===== src/rtl/matmul_sequencer_pkg.sv =====
`default_nettype none
// +--------------------------------------------------------------------------+
// | Module   : matmul_pkg                                                    |
// | Purpose  : Shared types and constants for the matrix-multiply sequencer. |
// |            Holds the FSM state encoding and the default index width.     |
// | Ports    : none (package)                                                |
// | Revision : 1.0 - initial release                                         |
// +--------------------------------------------------------------------------+
package matmul_pkg;

  // Default width of every dimension and index.
  localparam int DIM_W_DEFAULT = 4;

  typedef enum logic [1:0] {
    ST_IDLE  = 2'd0,
    ST_MAC   = 2'd1,
    ST_WRITE = 2'd2,
    ST_DONE  = 2'd3
  } state_e;

endpackage : matmul_pkg
`default_nettype wire


===== src/rtl/matmul_sequencer_if.sv =====
`default_nettype none
// +--------------------------------------------------------------------------+
// | Module   : matmul_sequencer_if                                           |
// | Purpose  : Control/address bundle between a host and matmul_sequencer.   |
// | Ports    : master drives start, abort, dim_m/n/p (and stall);            |
// |            slave drives busy, done, acc_en, acc_clr, c_wr and the        |
// |            a_row/a_col/b_row/b_col/c_row/c_col addresses.                |
// | Config   : MATMUL_SEQ_STALL_EN adds the stall signal.                    |
// | Revision : 1.0 - initial release                                         |
// +--------------------------------------------------------------------------+
interface matmul_sequencer_if
  import matmul_pkg::*;
#(
  parameter int DIM_W = DIM_W_DEFAULT
);

  logic             start;
  logic             abort;
  logic [DIM_W-1:0] dim_m;
  logic [DIM_W-1:0] dim_n;
  logic [DIM_W-1:0] dim_p;
`ifdef MATMUL_SEQ_STALL_EN
  logic             stall;
`endif
  logic             busy;
  logic             done;
  logic [DIM_W-1:0] a_row;
  logic [DIM_W-1:0] a_col;
  logic [DIM_W-1:0] b_row;
  logic [DIM_W-1:0] b_col;
  logic             acc_en;
  logic             acc_clr;
  logic             c_wr;
  logic [DIM_W-1:0] c_row;
  logic [DIM_W-1:0] c_col;

  modport master (
`ifdef MATMUL_SEQ_STALL_EN
    output stall,
`endif
    output start, abort, dim_m, dim_n, dim_p,
    input  busy, done, a_row, a_col, b_row, b_col,
    input  acc_en, acc_clr, c_wr, c_row, c_col
  );

  modport slave (
`ifdef MATMUL_SEQ_STALL_EN
    input  stall,
`endif
    input  start, abort, dim_m, dim_n, dim_p,
    output busy, done, a_row, a_col, b_row, b_col,
    output acc_en, acc_clr, c_wr, c_row, c_col
  );

endinterface : matmul_sequencer_if
`default_nettype wire


===== src/rtl/matmul_sequencer_loop_counter.sv =====
`default_nettype none
// +--------------------------------------------------------------------------+
// | Module   : loop_counter                                                  |
// | Purpose  : Index counter 0..limit_i that wraps to 0 after limit_i.       |
// | Ports    : clk, clr_n (async active-low reset), clr_i (sync clear,       |
// |            wins over en_i), en_i (advance), limit_i (last value),        |
// |            count_o (current index), tc_o (count_o == limit_i).           |
// | Revision : 1.0 - initial release                                         |
// +--------------------------------------------------------------------------+
module loop_counter
  import matmul_pkg::*;
#(
  parameter int DIM_W = DIM_W_DEFAULT
) (
  input  wire logic             clk,
  input  wire logic             clr_n,
  input  wire logic             clr_i,
  input  wire logic             en_i,
  input  wire logic [DIM_W-1:0] limit_i,
  output logic      [DIM_W-1:0] count_o,
  output logic                  tc_o
);

  logic [DIM_W-1:0] count_q;
  logic [DIM_W-1:0] count_d;

  assign tc_o    = (count_q == limit_i);
  assign count_o = count_q;

  always_comb begin
    count_d = count_q;
    if (clr_i) begin
      count_d = '0;
    end else if (en_i) begin
      count_d = tc_o ? '0 : count_q + DIM_W'(1);
    end
  end

  always_ff @(posedge clk or negedge clr_n) begin
    if (!clr_n) begin
      count_q <= '0;
    end else begin
      count_q <= count_d;
    end
  end

endmodule : loop_counter
`default_nettype wire


===== src/rtl/matmul_sequencer.sv =====
`default_nettype none
// +--------------------------------------------------------------------------+
// | Module   : matmul_sequencer                                              |
// | Purpose  : Walks C[i][j] = sum_k A[i][k]*B[k][j] for an m x n result     |
// |            with inner dimension p: p MAC cycles then one WRITE cycle per |
// |            element, then a one-cycle DONE pulse.                         |
// | Ports    : clk, clr_n (async active-low reset),                          |
// |            bus (matmul_sequencer_if.slave): start/abort/dims in,         |
// |            busy/done/strobes/addresses out.                              |
// | Config   : MATMUL_SEQ_STALL_EN - adds bus.stall; when high in MAC/WRITE  |
// |            the FSM and indices hold and strobes are suppressed.          |
// | Revision : 1.0 - initial release                                         |
// +--------------------------------------------------------------------------+
module matmul_sequencer
  import matmul_pkg::*;
#(
  parameter int DIM_W = DIM_W_DEFAULT
) (
  input wire logic         clk,
  input wire logic         clr_n,
  matmul_sequencer_if.slave bus
);

  localparam logic [DIM_W-1:0] C_ONE = DIM_W'(1);

  state_e           state_q;
  state_e           state_d;
  logic [DIM_W-1:0] dim_m_q;
  logic [DIM_W-1:0] dim_n_q;
  logic [DIM_W-1:0] dim_p_q;

  logic [DIM_W-1:0] i_cnt;
  logic [DIM_W-1:0] j_cnt;
  logic [DIM_W-1:0] k_cnt;
  logic             i_tc;
  logic             j_tc;
  logic             k_tc;

  logic stall;
  logic accept;
  logic any_zero;
  logic last_elem;
  logic adv_k;
  logic adv_j;
  logic adv_i;

`ifdef MATMUL_SEQ_STALL_EN
  assign stall = bus.stall;
`else
  assign stall = 1'b0;
`endif

  assign accept    = (state_q == ST_IDLE) && bus.start;
  assign any_zero  = (bus.dim_m == '0) || (bus.dim_n == '0) || (bus.dim_p == '0);
  assign last_elem = i_tc && j_tc;

  // k wraps to 0 on the MAC step that leaves for WRITE, so it is already
  // cleared while the WRITE cycle is on the bus.
  assign adv_k = (state_q == ST_MAC) && !stall && !bus.abort;
  // The final element does not advance i/j, so they hold (m-1, n-1) in DONE.
  assign adv_j = (state_q == ST_WRITE) && !stall && !bus.abort && !last_elem;
  assign adv_i = adv_j && j_tc;

  // Dimensions are only sampled at start accept; later changes are ignored.
  always_ff @(posedge clk or negedge clr_n) begin
    if (!clr_n) begin
      dim_m_q <= '0;
      dim_n_q <= '0;
      dim_p_q <= '0;
    end else if (accept) begin
      dim_m_q <= bus.dim_m;
      dim_n_q <= bus.dim_n;
      dim_p_q <= bus.dim_p;
    end
  end

  loop_counter #(.DIM_W(DIM_W)) u_cnt_i (
    .clk     (clk),
    .clr_n   (clr_n),
    .clr_i   (accept),
    .en_i    (adv_i),
    .limit_i (dim_m_q - C_ONE),
    .count_o (i_cnt),
    .tc_o    (i_tc)
  );

  loop_counter #(.DIM_W(DIM_W)) u_cnt_j (
    .clk     (clk),
    .clr_n   (clr_n),
    .clr_i   (accept),
    .en_i    (adv_j),
    .limit_i (dim_n_q - C_ONE),
    .count_o (j_cnt),
    .tc_o    (j_tc)
  );

  loop_counter #(.DIM_W(DIM_W)) u_cnt_k (
    .clk     (clk),
    .clr_n   (clr_n),
    .clr_i   (accept),
    .en_i    (adv_k),
    .limit_i (dim_p_q - C_ONE),
    .count_o (k_cnt),
    .tc_o    (k_tc)
  );

  // State register.
  always_ff @(posedge clk or negedge clr_n) begin
    if (!clr_n) begin
      state_q <= ST_IDLE;
    end else begin
      state_q <= state_d;
    end
  end

  // Next-state logic: abort beats stall, stall beats normal progress.
  always_comb begin
    state_d = state_q;
    unique case (state_q)
      ST_IDLE: begin
        if (bus.start) begin
          state_d = any_zero ? ST_DONE : ST_MAC;
        end
      end
      ST_MAC: begin
        if (bus.abort) begin
          state_d = ST_IDLE;
        end else if (!stall && k_tc) begin
          state_d = ST_WRITE;
        end
      end
      ST_WRITE: begin
        if (bus.abort) begin
          state_d = ST_IDLE;
        end else if (!stall) begin
          state_d = last_elem ? ST_DONE : ST_MAC;
        end
      end
      ST_DONE: begin
        state_d = ST_IDLE;
      end
      default: begin
        state_d = ST_IDLE;
      end
    endcase
  end

  // Outputs. Strobes are Moore-style except for stall suppression; an abort
  // in DONE cancels the pulse so an aborted run never reports completion.
  always_comb begin
    bus.busy    = (state_q != ST_IDLE);
    bus.acc_en  = (state_q == ST_MAC) && !stall;
    bus.acc_clr = (state_q == ST_MAC) && !stall && (k_cnt == '0);
    bus.c_wr    = (state_q == ST_WRITE) && !stall;
    bus.done    = (state_q == ST_DONE) && !bus.abort;
  end

  assign bus.a_row = i_cnt;
  assign bus.a_col = k_cnt;
  assign bus.b_row = k_cnt;
  assign bus.b_col = j_cnt;
  assign bus.c_row = i_cnt;
  assign bus.c_col = j_cnt;

endmodule : matmul_sequencer
`default_nettype wire


===== src/flat_wrapper.sv =====
// flat-port wrapper written by rule: the top's interface ports become plain ports
module matmul_sequencer_flat import matmul_pkg::*;
#(
  parameter int DIM_W = DIM_W_DEFAULT
)
  (clk, clr_n, bus_start, bus_abort, bus_dim_m, bus_dim_n, bus_dim_p, bus_busy, bus_done, bus_a_row, bus_a_col, bus_b_row, bus_b_col, bus_acc_en, bus_acc_clr, bus_c_wr, bus_c_row, bus_c_col);
  matmul_sequencer_if #(.DIM_W(DIM_W)) bus_i ();
  input wire logic clk;
  input wire logic clr_n;
  input wire logic [$bits(bus_i.start)-1:0] bus_start;
  input wire logic [$bits(bus_i.abort)-1:0] bus_abort;
  input wire logic [$bits(bus_i.dim_m)-1:0] bus_dim_m;
  input wire logic [$bits(bus_i.dim_n)-1:0] bus_dim_n;
  input wire logic [$bits(bus_i.dim_p)-1:0] bus_dim_p;
  output wire logic [$bits(bus_i.busy)-1:0] bus_busy;
  output wire logic [$bits(bus_i.done)-1:0] bus_done;
  output wire logic [$bits(bus_i.a_row)-1:0] bus_a_row;
  output wire logic [$bits(bus_i.a_col)-1:0] bus_a_col;
  output wire logic [$bits(bus_i.b_row)-1:0] bus_b_row;
  output wire logic [$bits(bus_i.b_col)-1:0] bus_b_col;
  output wire logic [$bits(bus_i.acc_en)-1:0] bus_acc_en;
  output wire logic [$bits(bus_i.acc_clr)-1:0] bus_acc_clr;
  output wire logic [$bits(bus_i.c_wr)-1:0] bus_c_wr;
  output wire logic [$bits(bus_i.c_row)-1:0] bus_c_row;
  output wire logic [$bits(bus_i.c_col)-1:0] bus_c_col;
  assign bus_i.start = bus_start;
  assign bus_i.abort = bus_abort;
  assign bus_i.dim_m = bus_dim_m;
  assign bus_i.dim_n = bus_dim_n;
  assign bus_i.dim_p = bus_dim_p;
  assign bus_busy = bus_i.busy;
  assign bus_done = bus_i.done;
  assign bus_a_row = bus_i.a_row;
  assign bus_a_col = bus_i.a_col;
  assign bus_b_row = bus_i.b_row;
  assign bus_b_col = bus_i.b_col;
  assign bus_acc_en = bus_i.acc_en;
  assign bus_acc_clr = bus_i.acc_clr;
  assign bus_c_wr = bus_i.c_wr;
  assign bus_c_row = bus_i.c_row;
  assign bus_c_col = bus_i.c_col;
  matmul_sequencer #(.DIM_W(DIM_W)) u_core (.clk(clk), .clr_n(clr_n), .bus(bus_i));
endmodule

===== config.mk =====
export PLATFORM = sky130hd
export DESIGN_NAME = matmul_sequencer_flat
export DESIGN_NICKNAME = d
export VERILOG_FILES = /design/src/rtl/matmul_sequencer_pkg.sv /design/src/rtl/matmul_sequencer_if.sv /design/src/rtl/matmul_sequencer_loop_counter.sv /design/src/rtl/matmul_sequencer.sv /design/src/flat_wrapper.sv
export SDC_FILE = /design/constraint.sdc
export NUM_CORES = 1
export LEC_CHECK = 0
export ABC_AREA = 0
export CAP_MARGIN = 0
export CELL_PAD_IN_SITES_DETAIL_PLACEMENT = 1
export CELL_PAD_IN_SITES_GLOBAL_PLACEMENT = 1
export CORE_ASPECT_RATIO = 1.25
export CORE_MARGIN = 2
export CORE_UTILIZATION = 40
export CTS_CLUSTER_DIAMETER = 40
export DETAILED_ROUTE_END_ITERATION = 10
export DONT_BUFFER_PORTS = 1
export PLACE_DENSITY_LB_ADDON = 0.1
export SETUP_SLACK_MARGIN = 0.4
export SLEW_MARGIN = 20
export SYNTH_ARGS = -nofsm -noshare
export SYNTH_HDL_FRONTEND = slang
export SYNTH_HIERARCHICAL = 1
export SYNTH_SLANG_ARGS = --single-unit
export TNS_END_PERCENT = 30

===== constraint.sdc =====
create_clock -name clk -period 3.1 [get_ports clk]
set_clock_uncertainty 0.15 [all_clocks]
set_input_delay 0 -clock clk [delete_from_list [all_inputs] [get_ports clk]]
set_output_delay 0 -clock clk [all_outputs]
set_load 0.05 [all_outputs]

* After elaboration in Yosys (flattened, before gate mapping) *
Cells that the tools add are included.
Widths: inputs -> output; s select.

cells by class
  add/sub/neg operators = 6
  equality and inequality tests = 8
  multiplexer cells = 16
  reductions and logical operators = 22

operators by type and width
  kind                 count
  $mux 4               9
  $logic_not 4->1      4
  $add 4x1->4 const B  3
  $eq 4x4->1           3
  $mux 2               6
  $sub 4x1->4 const B  3
  $logic_and 1x1->1    8
  $pmux 2 s4           1
  $reduce_bool 2->1    4
  $eq 2x2->1 const B   2
  $ne 3x2->1 const B   1
  $eq 2x1->1 const B   1
  $logic_not 1->1      2
  $logic_not 2->1      1
  $logic_or 1x1->1     2
  $ne 2x2->1 const B   1
  $reduce_and 2->1     1

word-level totals
  flip-flop bits (word level) = 26
  input bits = 16

* Longest topological paths before layout *
  depth after elaboration = 8
  depth in mapped cells = 10
  mapped depth without buffers = 9

* By module *
The synthesis kept the hierarchy.

by module, submodules not included
  module            instances  cells an instance  area an instance (um^2)
  matmul_sequencer  1          87                 935.9
  loop_counter      3          27                 284.0

* Least setup slack after synthesis *
No wires, ideal clock.

  path type = reg2reg
  start point = register u_core.dim_n_q[0]
  end point = register u_core.u_cnt_i.count_q[2] (netlist: u_core/u_cnt_i/count_o[2])
  setup time = 0.101 ns
  data arrival time = 2.218 ns
  data required time = 2.849 ns
  slack = 0.631 ns
  cell stages (with the launch flop) = 11
  buffers on the path = 1
  clock period less this slack = 2.469 ns
  cell sequence = dfrtp_1 -> inv_1 -> ha_1 -> inv_1 -> xor2_1 -> nor4_4 -> nor3b_1 -> clkbuf_2 -> nand2_1 -> mux2_2 -> o32ai_1

between the ends
  longest elaborated chain between the ends = 7

ends and longest elaborated chain
  item                                    line                                 source
  start, declared                         matmul_sequencer.sv:29               logic [DIM_W-1:0] dim_n_q;
  start signal, assigned                  matmul_sequencer.sv:72               dim_n_q <= bus.dim_n;
  $sub 4x1->4 (*)                         matmul_sequencer.sv:92               .limit_i (dim_n_q - C_ONE),
  $eq 4x4->1 (*)                          matmul_sequencer_loop_counter.sv:27  assign tc_o = (count_q == limit_i);
  net u_core.j_tc                         matmul_sequencer.sv:36               logic j_tc;
  $logic_and 1x1->1                       matmul_sequencer.sv:55               assign last_elem = i_tc && j_tc;
  $logic_not 1->1                         matmul_sequencer.sv:61               assign adv_j = (state_q == ST_WRITE) && !stall && !bus.abort && !last_elem;
  $logic_and 1x1->1                       matmul_sequencer.sv:61
  $logic_and 1x1->1 (*)                   matmul_sequencer.sv:62               assign adv_i = adv_j && j_tc;
  net u_core.adv_i                        matmul_sequencer.sv:45               logic adv_i;
  $reduce_bool 2->1 (no source line) (*)  n/a
  end signal, assigned                    matmul_sequencer_loop_counter.sv:43  count_q <= count_d;
  end, declared                           matmul_sequencer_loop_counter.sv:24  logic [DIM_W-1:0] count_q;

The timed path passes the listed nets; every way through them passes the cells marked *.
A chain may end at the register's enable or synchronous reset.

* Worst setup path in the final report *
Same ends and word-level chain as after synthesis.

==> metrics.txt <==
post-route DRC violation count=0; critical path class=reg -> reg; most frequent cells in the layout=dfrtp_1, buf_4, xor2_1; Synth cell types=32; capture point of the worst path=u_core/u_cnt_i/count_o[2]; largest net degree at the start of global routing=27; synthesized cell area=1790 sq um; global placement routability congestion=0.692; routed wire length=4.13 mm; Final nets=215; DP Area=1880 sq um; share of the synthesized area in the top cell type=0.364; core area=4360 sq um; worst slew pin tran=0.979 ns; Vias/cell=5.24; total power=2.33 mW; Post-Place Setup Slack=0.480 ns; Max Freq=393 MHz; DR WL/cell=16.5 um; Slew Limit Fails=0; synth top area cells=dfrtp_1, xor2_1, mux2_4, buf_4, mux2_2; first-pass GRT wire length=7.23 mm; Initial Util=0.410; layout cell share with drive strength beyond 1=0.271; I/O pin cnt=45; dominant cell type by area after synthesis=dfrtp_1; die area=5020 sq um; Detail Placement HPWL=2.96 mm; Pwr Density=1090 nW/um^2; worst hold path type=in -> async; syn_nets=190; crit path max fanout=9; Setup crit end kind=register; Reg clk slew, reported paths=0.09 ns; Critical path origin=u_core/dim_n_q[0]; antenna violation net count after detailed routing=0; CTS tree=yes; remaining global-route overflow=0; setup violators final=0; final hold violations=0; register area share after synthesis=0.364; worst r2r dst=u_core/u_cnt_i/count_o[2]; root buf cell=clkbuf_8; Synth Flop Type=dfrtp_1; Max H-tree Level=1; post-synthesis average cell area=10.6 sq um; site row count=27; vias in the first global route=1472; Min Clock Period, post-route=2.54 ns; hold slack final=0.0158 ns; EDFF count, synth=0; TritonRoute pass-1 iters=3; RR Startpoint=u_core/dim_n_q[0]; Num CTS Buffers=3; port bufs=0; RSZ-0062 raised after global routing=yes; DR vias=1310; initial antenna violation count=0; All-Layer GR Usage=0.183; CTS Buffer Depth=2; status=finished, final reports clean; Design Area, Final=2130 sq um; clock net sink count=26; most common cell after layout, fill and taps aside=dfrtp_1; Worst EP required=3.13 ns; r2r worst-path depth=10; max_slew headroom=0.346; Ant. Diodes=0; post-synthesis async set-or-reset flop share=1.00; worst-skew pair later-pin latency=0.27 ns; worst reg2reg setup slack=0.56 ns; gate count of the mapped netlist=168; number of synthesized register bits=26; startpoint types=register; Critical Path AT=2.57 ns; DIE WIDTH=63.8 um; Lkg Pwr=0.970 nW; area grow syn2layout=19.3%; Detailed Route Iter0 Violations=35; setup tns final=0 ns; final worst path period share=0.820; Max Cap Viol=0; Peak VDD IR=719 uV; die height=78.8 um; PnR worst setup slack=0.558 ns; Syn. warnings=6
## power by group
part / switching, mW / total, mW / internal (mW)
registers: 0.151 / 0.620 / 0.469
clock network: 0.111 / 0.224 / 0.114
logic: 0.913 / 1.49 / 0.574
total: 1.17 / 2.33 / 1.16
## kinds of logic after synthesis
kind of cell / share of synthesized area
simple gates: 0.185
buf+inv: 0.0987
flops: 0.364
mux: 0.136
compound gates: 0.0854
xor+xnor: 0.0882
fa+ha+maj: 0.0420
## cell usage after synthesis, types with 2 or more instances
cell       instances
dfrtp_1           26
xor2_1            18
inv_1             14
buf_4             13
nand2_1           10
mux2_4             9
nor2_1             9
mux2_2             7
ha_1               6
o32ai_1            6
or2b_1             6
o22ai_1            4
or4_1              4
a2111oi_2          3
clkbuf_2           3
mux2i_1            3
nand3_1            3
nand3b_1           3
nor3_1             3
nor3b_1            3
nor4_4             3
a21oi_1            2
## final cells by class
cell class                 instances  area, sq um
clock buffer                       4         55.1
inverter                          14         52.6
tap                               58         72.6
multi-input combinational        111          972
fill                             479         2220
sequential                        26          651
timing repair buffer              37          330
## stage by stage
step,util,std cells
global placement,0.432,227
detailed placement,0.432,227
CTS,0.486,248
finish,0.490,250
floorplan,-,168
global route,0.490,250
## metal layers
metal / GRT usage / wire length [um] / share of wire / up-vias
li1: - / - / - / 621
met1: 0.228 / 1730 / 0.42 / 649
met2: 0.311 / 2160 / 0.52 / 34
met3: 0.0368 / 180 / 0.044 / 6
met4: 0.0630 / 66 / 0.016 / 0
met5: 0 / 0 / 0 / -
## flip-flops by register name, summed over array words and instances (netlist names)
signal,cells
u_core/u_cnt_j/count_o,4
u_core/u_cnt_i/count_o,4
u_core/dim_m_q,4
u_core/dim_p_q,4
u_core/state_q,2
u_core/u_cnt_k/count_o,4
u_core/dim_n_q,4
## worst max-delay path, cell delays in order (launching register included)
cell and delay, ns:
dfrtp_1 0.38, inv_1 0.08, ha_1 0.28, inv_1 0.04, xor2_1 0.17, nor4_4 0.40, nor3b_1 0.23, buf_4 0.20
nand2_1 0.06, mux2_2 0.26, o32ai_1 0.21
## worst min path at each step
stage                from                         to  slack, ns  cells past startpoint
finish              clr_n  u_core/u_cnt_j/count_o[1]       0.02                      2
floorplan           clr_n          u_core/dim_m_q[0]      -0.45                      0
CTS                 clr_n  u_core/u_cnt_j/count_o[1]     0.0009                      2
global placement    clr_n  u_core/u_cnt_j/count_o[2]      -0.44                      0
global route        clr_n  u_core/u_cnt_j/count_o[1]       0.02                      2
detailed placement  clr_n  u_core/u_cnt_j/count_o[0]      -0.44                      0
## what timing repair did
| item | CTS | global route |
|---|---|---|
| buffers inserted | 0 | 2 |
| hold endpoints to repair | 45 | 0 |
| resized for setup | 0 | 0 |
| hold buffers | 17 | 0 |
| setup endpoints to repair | 0 | 2 |
Note: power is estimated with default switching activity, not from simulation.
